### src/rtl/pwm_leg_sequencer.sv
// Start/stop/fault sequencer and period-aligned dead-time scheduler for a group of PWM legs.
// Latency: every output is registered and follows the deciding clock edge by one cycle.
// Backpressure: dt_write_ready drops while a dead-time commit waits for its apply point.
module pwm_leg_sequencer #(
  parameter int unsigned N_LEGS           = 3,
  parameter int unsigned BOOTSTRAP_CYCLES = 1000,
  parameter int unsigned MIN_DEADTIME     = 2,
  parameter int unsigned RESET_DEADTIME   = 100
) (
  input  logic              clock,
  input  logic              reset,
  input  logic              start,
  input  logic              stop,
  input  logic [N_LEGS-1:0] leg_mask,
  input  logic              sync_pulse,
  input  logic              fault_in,
  input  logic              fault_clear,
  input  logic              dt_write_valid,
  input  logic [15:0]       dt_write_data,
  output logic              dt_write_ready,
  output logic [15:0]       dead_time,
  output logic [N_LEGS-1:0] gate_enable,
  output logic [N_LEGS-1:0] bootstrap_on,
  output logic              gate_kill,
  output logic              running,
  output logic              dt_clamped
);

  typedef enum logic [2:0] {
    ST_IDLE      = 3'd0,
    ST_BOOTSTRAP = 3'd1,
    ST_ARM       = 3'd2,
    ST_RUN       = 3'd3,
    ST_STOPPING  = 3'd4,
    ST_FAULT     = 3'd5
  } state_t;

  // The counter holds "cycles left minus one", so it never needs to hold BOOTSTRAP_CYCLES itself.
  localparam int unsigned CNT_W     = (BOOTSTRAP_CYCLES > 2) ? $clog2(BOOTSTRAP_CYCLES) : 1;
  localparam int unsigned BOOT_LOAD = (BOOTSTRAP_CYCLES > 0) ? (BOOTSTRAP_CYCLES - 1) : 0;
  localparam logic [CNT_W-1:0] CNT_LOAD = CNT_W'(BOOT_LOAD);
  localparam logic [15:0]      MIN_DT   = 16'(MIN_DEADTIME);
  localparam logic [15:0]      RST_DT   = 16'(RESET_DEADTIME);

  state_t              state_q, state_d;
  logic [CNT_W-1:0]    cnt_q, cnt_d;
  logic [N_LEGS-1:0]   mask_q, mask_d;

  logic [15:0]         shadow_q, shadow_d;
  logic                pend_q, pend_d;
  logic [15:0]         dead_time_q, dead_time_d;
  logic                clamped_q, clamped_d;

  logic [N_LEGS-1:0]   gate_enable_q, gate_enable_d;
  logic [N_LEGS-1:0]   bootstrap_on_q, bootstrap_on_d;
  logic                gate_kill_q, gate_kill_d;
  logic                running_q, running_d;

  logic                dt_accept;
  logic                dt_commit;
  logic                dt_below_min;

  // Next-state: fault overrides everything, then stop, then start.
  always_comb begin
    state_d = state_q;
    cnt_d   = cnt_q;
    mask_d  = mask_q;
    if (fault_in) begin
      state_d = ST_FAULT;
    end else begin
      case (state_q)
        ST_IDLE: begin
          // A start that coincides with stop is dropped.
          if (start && !stop) begin
            mask_d = leg_mask;
            cnt_d  = CNT_LOAD;
            if (BOOTSTRAP_CYCLES == 0) begin
              state_d = ST_ARM;
            end else begin
              state_d = ST_BOOTSTRAP;
            end
          end
        end
        ST_BOOTSTRAP: begin
          if (stop) begin
            state_d = ST_IDLE;
          end else if (cnt_q == '0) begin
            state_d = ST_ARM;
          end else begin
            cnt_d = cnt_q - 1'b1;
          end
        end
        ST_ARM: begin
          if (stop) begin
            state_d = ST_IDLE;
          end else if (sync_pulse) begin
            state_d = ST_RUN;
          end
        end
        ST_RUN: begin
          // A sync on the stop cycle does not count: legs stop on the following boundary.
          if (stop) begin
            state_d = ST_STOPPING;
          end
        end
        ST_STOPPING: begin
          if (sync_pulse) begin
            state_d = ST_IDLE;
          end
        end
        ST_FAULT: begin
          if (fault_clear) begin
            state_d = ST_IDLE;
          end
        end
        default: begin
          state_d = ST_IDLE;
        end
      endcase
    end
  end

  // Output decode from the next state so the registered outputs track the state with no extra lag.
  always_comb begin
    gate_enable_d  = '0;
    bootstrap_on_d = '0;
    gate_kill_d    = 1'b0;
    running_d      = 1'b0;
    case (state_d)
      ST_BOOTSTRAP: bootstrap_on_d = mask_d;
      ST_RUN: begin
        gate_enable_d = mask_d;
        running_d     = 1'b1;
      end
      ST_STOPPING:  gate_enable_d = mask_d;
      ST_FAULT:     gate_kill_d   = 1'b1;
      default: begin
        gate_enable_d  = '0;
        bootstrap_on_d = '0;
      end
    endcase
  end

  // Dead-time shadow: accept one write, hold it until the apply point, then publish it.
  always_comb begin
    shadow_d     = shadow_q;
    pend_d       = pend_q;
    dead_time_d  = dead_time_q;
    clamped_d    = clamped_q;
    dt_below_min = (dt_write_data < MIN_DT);
    dt_accept    = dt_write_valid && !pend_q;
    // Outside active switching there is no period to align to, so commit immediately.
    dt_commit    = pend_q && ((state_q == ST_IDLE) || (state_q == ST_FAULT) || sync_pulse);
    if (dt_commit) begin
      dead_time_d = shadow_q;
      pend_d      = 1'b0;
    end
    if (dt_accept) begin
      shadow_d = dt_below_min ? MIN_DT : dt_write_data;
      pend_d   = 1'b1;
      if (dt_below_min) begin
        clamped_d = 1'b1;
      end
    end
  end

  // State, counter and latched mask registers.
  always_ff @(posedge clock) begin
    if (reset) begin
      state_q <= ST_IDLE;
      cnt_q   <= '0;
      mask_q  <= '0;
    end else begin
      state_q <= state_d;
      cnt_q   <= cnt_d;
      mask_q  <= mask_d;
    end
  end

  // Registered gate-side outputs.
  always_ff @(posedge clock) begin
    if (reset) begin
      gate_enable_q  <= '0;
      bootstrap_on_q <= '0;
      gate_kill_q    <= 1'b0;
      running_q      <= 1'b0;
    end else begin
      gate_enable_q  <= gate_enable_d;
      bootstrap_on_q <= bootstrap_on_d;
      gate_kill_q    <= gate_kill_d;
      running_q      <= running_d;
    end
  end

  // Dead-time registers; reset discards any pending commit.
  always_ff @(posedge clock) begin
    if (reset) begin
      shadow_q    <= RST_DT;
      pend_q      <= 1'b0;
      dead_time_q <= RST_DT;
      clamped_q   <= 1'b0;
    end else begin
      shadow_q    <= shadow_d;
      pend_q      <= pend_d;
      dead_time_q <= dead_time_d;
      clamped_q   <= clamped_d;
    end
  end

  assign dt_write_ready = ~pend_q;
  assign dead_time      = dead_time_q;
  assign dt_clamped     = clamped_q;
  assign gate_enable    = gate_enable_q;
  assign bootstrap_on   = bootstrap_on_q;
  assign gate_kill      = gate_kill_q;
  assign running        = running_q;

endmodule
### config.mk
export PLATFORM = sky130hd
export DESIGN_NAME = pwm_leg_sequencer
export DESIGN_NICKNAME = d
export VERILOG_FILES = /design/src/rtl/pwm_leg_sequencer.sv
export SDC_FILE = /design/constraint.sdc
export NUM_CORES = 1
export LEC_CHECK = 0
export BUFFER_PORTS_ARGS = -buffer_cell sky130_fd_sc_hd__buf_2
export CORE_MARGIN = 2
export CORE_UTILIZATION = 40
export CTS_CLUSTER_DIAMETER = 150
export DETAILED_ROUTE_END_ITERATION = 16
export PLACE_DENSITY_LB_ADDON = 0.15
export SYNTH_ARGS = -nofsm -noshare
export SYNTH_HDL_FRONTEND = slang
export SYNTH_SLANG_ARGS = --single-unit
### constraint.sdc
create_clock -name clock -period 2.5 [get_ports clock]
set_input_delay 0.125 -clock clock [delete_from_list [all_inputs] [get_ports clock]]
set_output_delay 0.125 -clock clock [all_outputs]
set_load 0.05 [all_outputs]
=== Word level (Yosys, flattened, before mapping) ===
Index checks and enable logic that the tools add are counted.

* Flip-flop bits (word level): 58
* Bits in latches: 0
* RAM bits: 0
* Memory bits (read-only): 0
* Bits of input ports: 27
* Output and inout port bits: 26
* Memories kept: 0

* Add/sub/neg operators: 1
* Multiply operators: 0
* Div/mod/pow operators: 0
* Order comparisons: 1
* Eq/ne operators: 12
* Shift operators: 0
* Mux-type cells: 22
* Bitwise logic cells: 4
* Reductions and logical operators: 16

{| class="wikitable"
|+ Operators with widths
! cell !! count
|-
| 2-to-1 mux 3 bit || 12
|-
| 2-to-1 mux 10 bit || 3
|-
| case mux 10 bit (2 select lines) || 1
|-
| case mux 3 bit (6 select lines) || 1
|-
| less-than comparator 16 x 2 -> 1 bit (second input constant) || 1
|-
| 2-to-1 mux 16 bit || 1
|-
| == test 3 bit (second input constant) || 4
|-
| logical NOT 10 bit || 1
|-
| subtractor 10 x 1 -> 10 bit (second input constant) || 1
|-
| == test 3 x 2 -> 1 bit (second input constant) || 3
|-
| == test 3 x 1 -> 1 bit (second input constant) || 2
|-
| inequality test 2 bit (second input constant) || 3
|-
| OR reduction 2 bit || 3
|-
| AND reduction 5 bit || 1
|-
| 2-to-1 mux 1 bit || 4
|-
| NOT 1 bit || 4
|-
| nonzero test 2 bit || 2
|-
| logical AND 1 bit || 3
|-
| logical NOT 3 bit || 1
|-
| logical NOT 1 bit || 2
|-
| logical OR 1 bit || 2
|-
| AND reduction 2 bit || 1
|}

=== Logic depth before layout (Yosys ltp) ===
* Word-level depth: 9
* Mapped depth: 8
* Depth with buffers taken out: 7

=== Worst setup path before layout ===
OpenSTA, ideal clock, no wires.

* Kind: reg-to-reg
* Start: register state_q[0]
* End: register cnt_q[7]
* Library setup time: 0.086 ns
* Data arrival time: 1.908 ns
* Required time: 2.414 ns
* Slack: 0.507 ns
* Stages on the path, launching flop included: 7
* Cell sequence: dfxtp_1 > buf_6 > or4b_1 > a21oi_2 > nor3_2 > or4_1 > a211oi_1

* Word-level cells in the longest chain between the ends: 3
* Elaborated cells between the ends (all ways): 8
* Classes of those cells: eq/ne (4); mux (1); reduce/logical (3)

{| class="wikitable"
|+ RTL lines
! what !! line !! source
|-
| start: declaration || 45 || <nowiki>state_t state_q, state_d;</nowiki>
|-
| start signal: assignment || 174 || <nowiki>state_q <= state_d;</nowiki>
|-
| == test 3 x 1 -> 1 bit / logical NOT 3 bit (equally long branches) || 71 || <nowiki>case (state_q)</nowiki>
|-
| inequality test 2 bit (no source line) / nonzero test 2 bit (equally long branches) || n/a ||
|-
| AND reduction 5 bit (no source line) || n/a ||
|-
| end signal: assignment || 175 || <nowiki>cnt_q <= cnt_d;</nowiki>
|-
| end: declaration || 46 || <nowiki>logic [CNT_W-1:0] cnt_q, cnt_d;</nowiki>
|}

Parallel ways exist; a longest one is shown, timed or not.
A chain may end at the register's enable or synchronous reset.

=== Final worst setup path ===
* Start: register state_q[1]
* End: register cnt_q[7]

The elaborated chain is that of the path after synthesis.

==> results by group <==
Synth
  • Syn Nets: between 200 and 300
  • Area contributors post-synth: dfxtp_1 49%, mux2i_1 7.2%, nand2_1 5.7%, nor2_1 5.4%, a21oi_1 3.4%
  • Sequential share of the synthesized area: 48.8%
  • Main synth FF type: dfxtp_1
  • Synth area leader: dfxtp_1
  • Syn Area/Cell: 9.04 um2
  • Cells after synthesis: 263
  • Unique masters post-synth: between 40 and 50
  • EDFF count, synth: 0
  • Post-Syn Area: 0.00238 mm2
  • Register bit count reported by yosys: just under 60
  • Asr flop ratio synth: 0%
  • YS warnings: 0
  • Synth top area share: about half

Pwr
  • Net Sw Frac: between 20 and 30%
  • Static leakage: 1.30 nW
  • Comb power frac: between 15 and 20%
  • Clock power frac: 37.7%
  • Total design power: about 2.2 mW
  • Int Pwr: between 1.5 and 2 mW
  • Flop pwr share: between 40% and 50%
  • Power Dens Cells: 749 mW/mm2
  • VDD IR-drop max: 0.327 mV
  • Switching power: between 0.6 and 0.7 mW

STA
  • Worst Skew: between 8 and 9 ps
  • Min Tclk post-route: between 2000 and 2500 ps
  • Setup TNS: 0 ps
  • Max transition margin: 53.3%
  • Worst setup margin: between 200 and 250 ps
  • Achievable frequency: 0.440 GHz
  • Final Cycle Share: about nine tenths
  • Hold WS: 32.8 ps
  • Number of setup violations in the final report: 0
  • RSZ-0062 raised after global routing: false
  • Final Hold Vio Count: 0
  • Worst-margin pin slew: ~700 ps
  • Slew Viols, Final: 0

Layout
  • Fin util: between 40% and 50%
  • Finished Cell Area: slightly below 0.003 mm2
  • Fraction of layout cells with a size suffix above 1: a little over a quarter
  • Area growth syn-to-layout: 22.1%
  • Non-Filler Instances: ~400
  • Most frequent cells in the layout: 58 x dfxtp_1, 52 x buf_2, 36 x nand2_1
  • Commonest non-fill, non-tap cell in the layout: dfxtp_1
  • Diode count: 0
  • Nets: approximately 350
  • Filler cells: 596

Worst setup path
  • Reg2reg setup slack: ~230 ps
  • CP cell instances: or3b_1 > nor2_1 > nor3_2 > buf_4 > or4_1 > a211oi_1
  • Worst EP required: roughly 2800 ps
  • Family with the most delay on the worst path: simple AND/OR/NAND/NOR gates
  • Buf/Inv on CP: 1
  • Critical path type: reg -> reg
  • Crit-path max cell delay: around 500 ps
  • Crit end category: flop
  • Arrival @ worst endpoint: roughly 2500 ps
  • Slowest-stage cell, CP: or3b_1
  • Worst-path maximum fanout: 15
  • Worst Setup Start Kind: flop

Drt
  • Routed len/inst: roughly 13 um
  • Routed Antenna Nets: 0
  • Routed wire length: ~5100 um
  • Vias per cell: between 5 and 6
  • Initial DRC Count: 63
  • DRC viols: 0
  • DR pass1 iterations: 4
  • Via count: about 2000

Die
  • CORE AREA: roughly 0.0058 mm2
  • Die H: around 81 um
  • Die Wd: just over 80 um
  • Initial Util: about two fifths
  • Area of the die: about 0.0066 mm2
  • Cell Rows: 28
  • I/O pin count: 53

CTS
  • TritonCTS buffer count: 9
  • Later-pin clock latency in the skew report: between 300 and 400 ps
  • Clock buffer depth: 2
  • Clock transition at path regs: roughly 70 ps
  • CTS tree: built
  • H-Tree Depth: 3
  • Postcts setup bufs: 0
  • Post-CTS Resized: 0
  • Hold_buf cts: 0
  • CTS Root Cell: clkbuf_8
  • Clock sink total: between 50 and 60

Global routing
  • Vias in the first global route: roughly 1800
  • Total track usage: 17.5%
  • Initial antenna violation count: 0
  • Overflow after GRT: 0
  • First-pass GRT wire length: 8600 um
  • Largest net degree at the start of global routing: 38

Place
  • DP Cell Count: approximately 380
  • Pre-CTS WS: 224 ps
  • Gpl congestion: between 0.8 and 0.9
  • Dpl hpwl: around 3600 um
  • Port Buf Inserts: 52
  • Placed Instance Area: ~0.0027 mm2

Worst hold path
  • Min-Delay Path Class: in -> reg

Flow run
  • Max Cap Viol: 0

Outcome
  • Status: finished, final reports clean
-- cell type report --
type / instances / area [um2] / share of cell area (%)
sequential: 58 / 1160 / 40.0
multi-input combinational: 180 / 1110 / 38.2
timing repair buffer: 59 / 313 / 10.8
clock buffer: 11 / 131 / 4.52
tap: 75 / 93.8 / 3.23
clock inverter: 5 / 53.8 / 1.85
inverter: 11 / 41.3 / 1.42
-- state kept, by name (all words and copies together), names as in the netlist, 3 cells and up --
signal        flops
dead_time        16
gate_enable       3
bootstrap_on      3
shadow_q         16
state_q           3
cnt_q            10
mask_q            3
-- tightest hold or removal path, cell delays in order --
cell,delay [ps]
buf_2,100
nand2_1,50
a21oi_1,50
-- layer usage --
layer / GRT usage [%] / vias to the layer above / share of wire [%]
met5: 0 / - / 0
met4: 9.66 / 0 / 2.2
met3: 5.11 / 12 / 6.0
met2: 26.3 / 56 / 44
met1: 22.5 / 890 / 47
li1: - / 1038 / -
-- synthesized netlist by cell type (3+ instances only) --
cell / number
or3_1: 4
o211ai_1: 3
o31ai_1: 4
clkbuf_1: 9
inv_1: 11
nor2_1: 34
a211o_1: 3
nor4_1: 7
a31oi_1: 3
dfxtp_1: 58
or4_1: 4
nand2_1: 36
mux2i_1: 17
nor3_1: 11
a21oi_1: 16
nand3_1: 5
-- cells by family after synthesis --
family	count (synthesis)	share of synthesized area, %
DFF	58	48.8
muxes	17	7.15
and+or+nand+nor	120	26.1
AOI/OAI and AO/OA	41	12.4
buffers and inverters	25	4.63
adders and majority gates	1	0.526
xor gates and xnor gates	1	0.368
-- power by group through the flow --
stage	Sequential, mW	Combinational, mW	Clock (mW)
floorplan	1.06	0.219	0
global placement	1.03	0.343	0
detailed placement	1.03	0.346	0
CTS	1.01	0.347	0.853
global route	1.02	0.383	0.901
finish	1.01	0.345	0.821
-- final timing paths --
check | from | endpoint | depth (start not counted)
setup / recovery | state_q[1]$_SDFF_PP0_ | cnt_q[7]$_SDFFE_PP0P_ | 6
hold / removal | dt_write_data[4] | shadow_q[4]$_SDFFE_PP0P_ | 3
setup reg to reg | state_q[1]$_SDFF_PP0_ | cnt_q[7]$_SDFFE_PP0P_ | 6
hold reg to reg | dt_clamped$_SDFFE_PP0P_ | dt_clamped$_SDFFE_PP0P_ | 2
No activity file was read; power rests on OpenSTA's default activity.
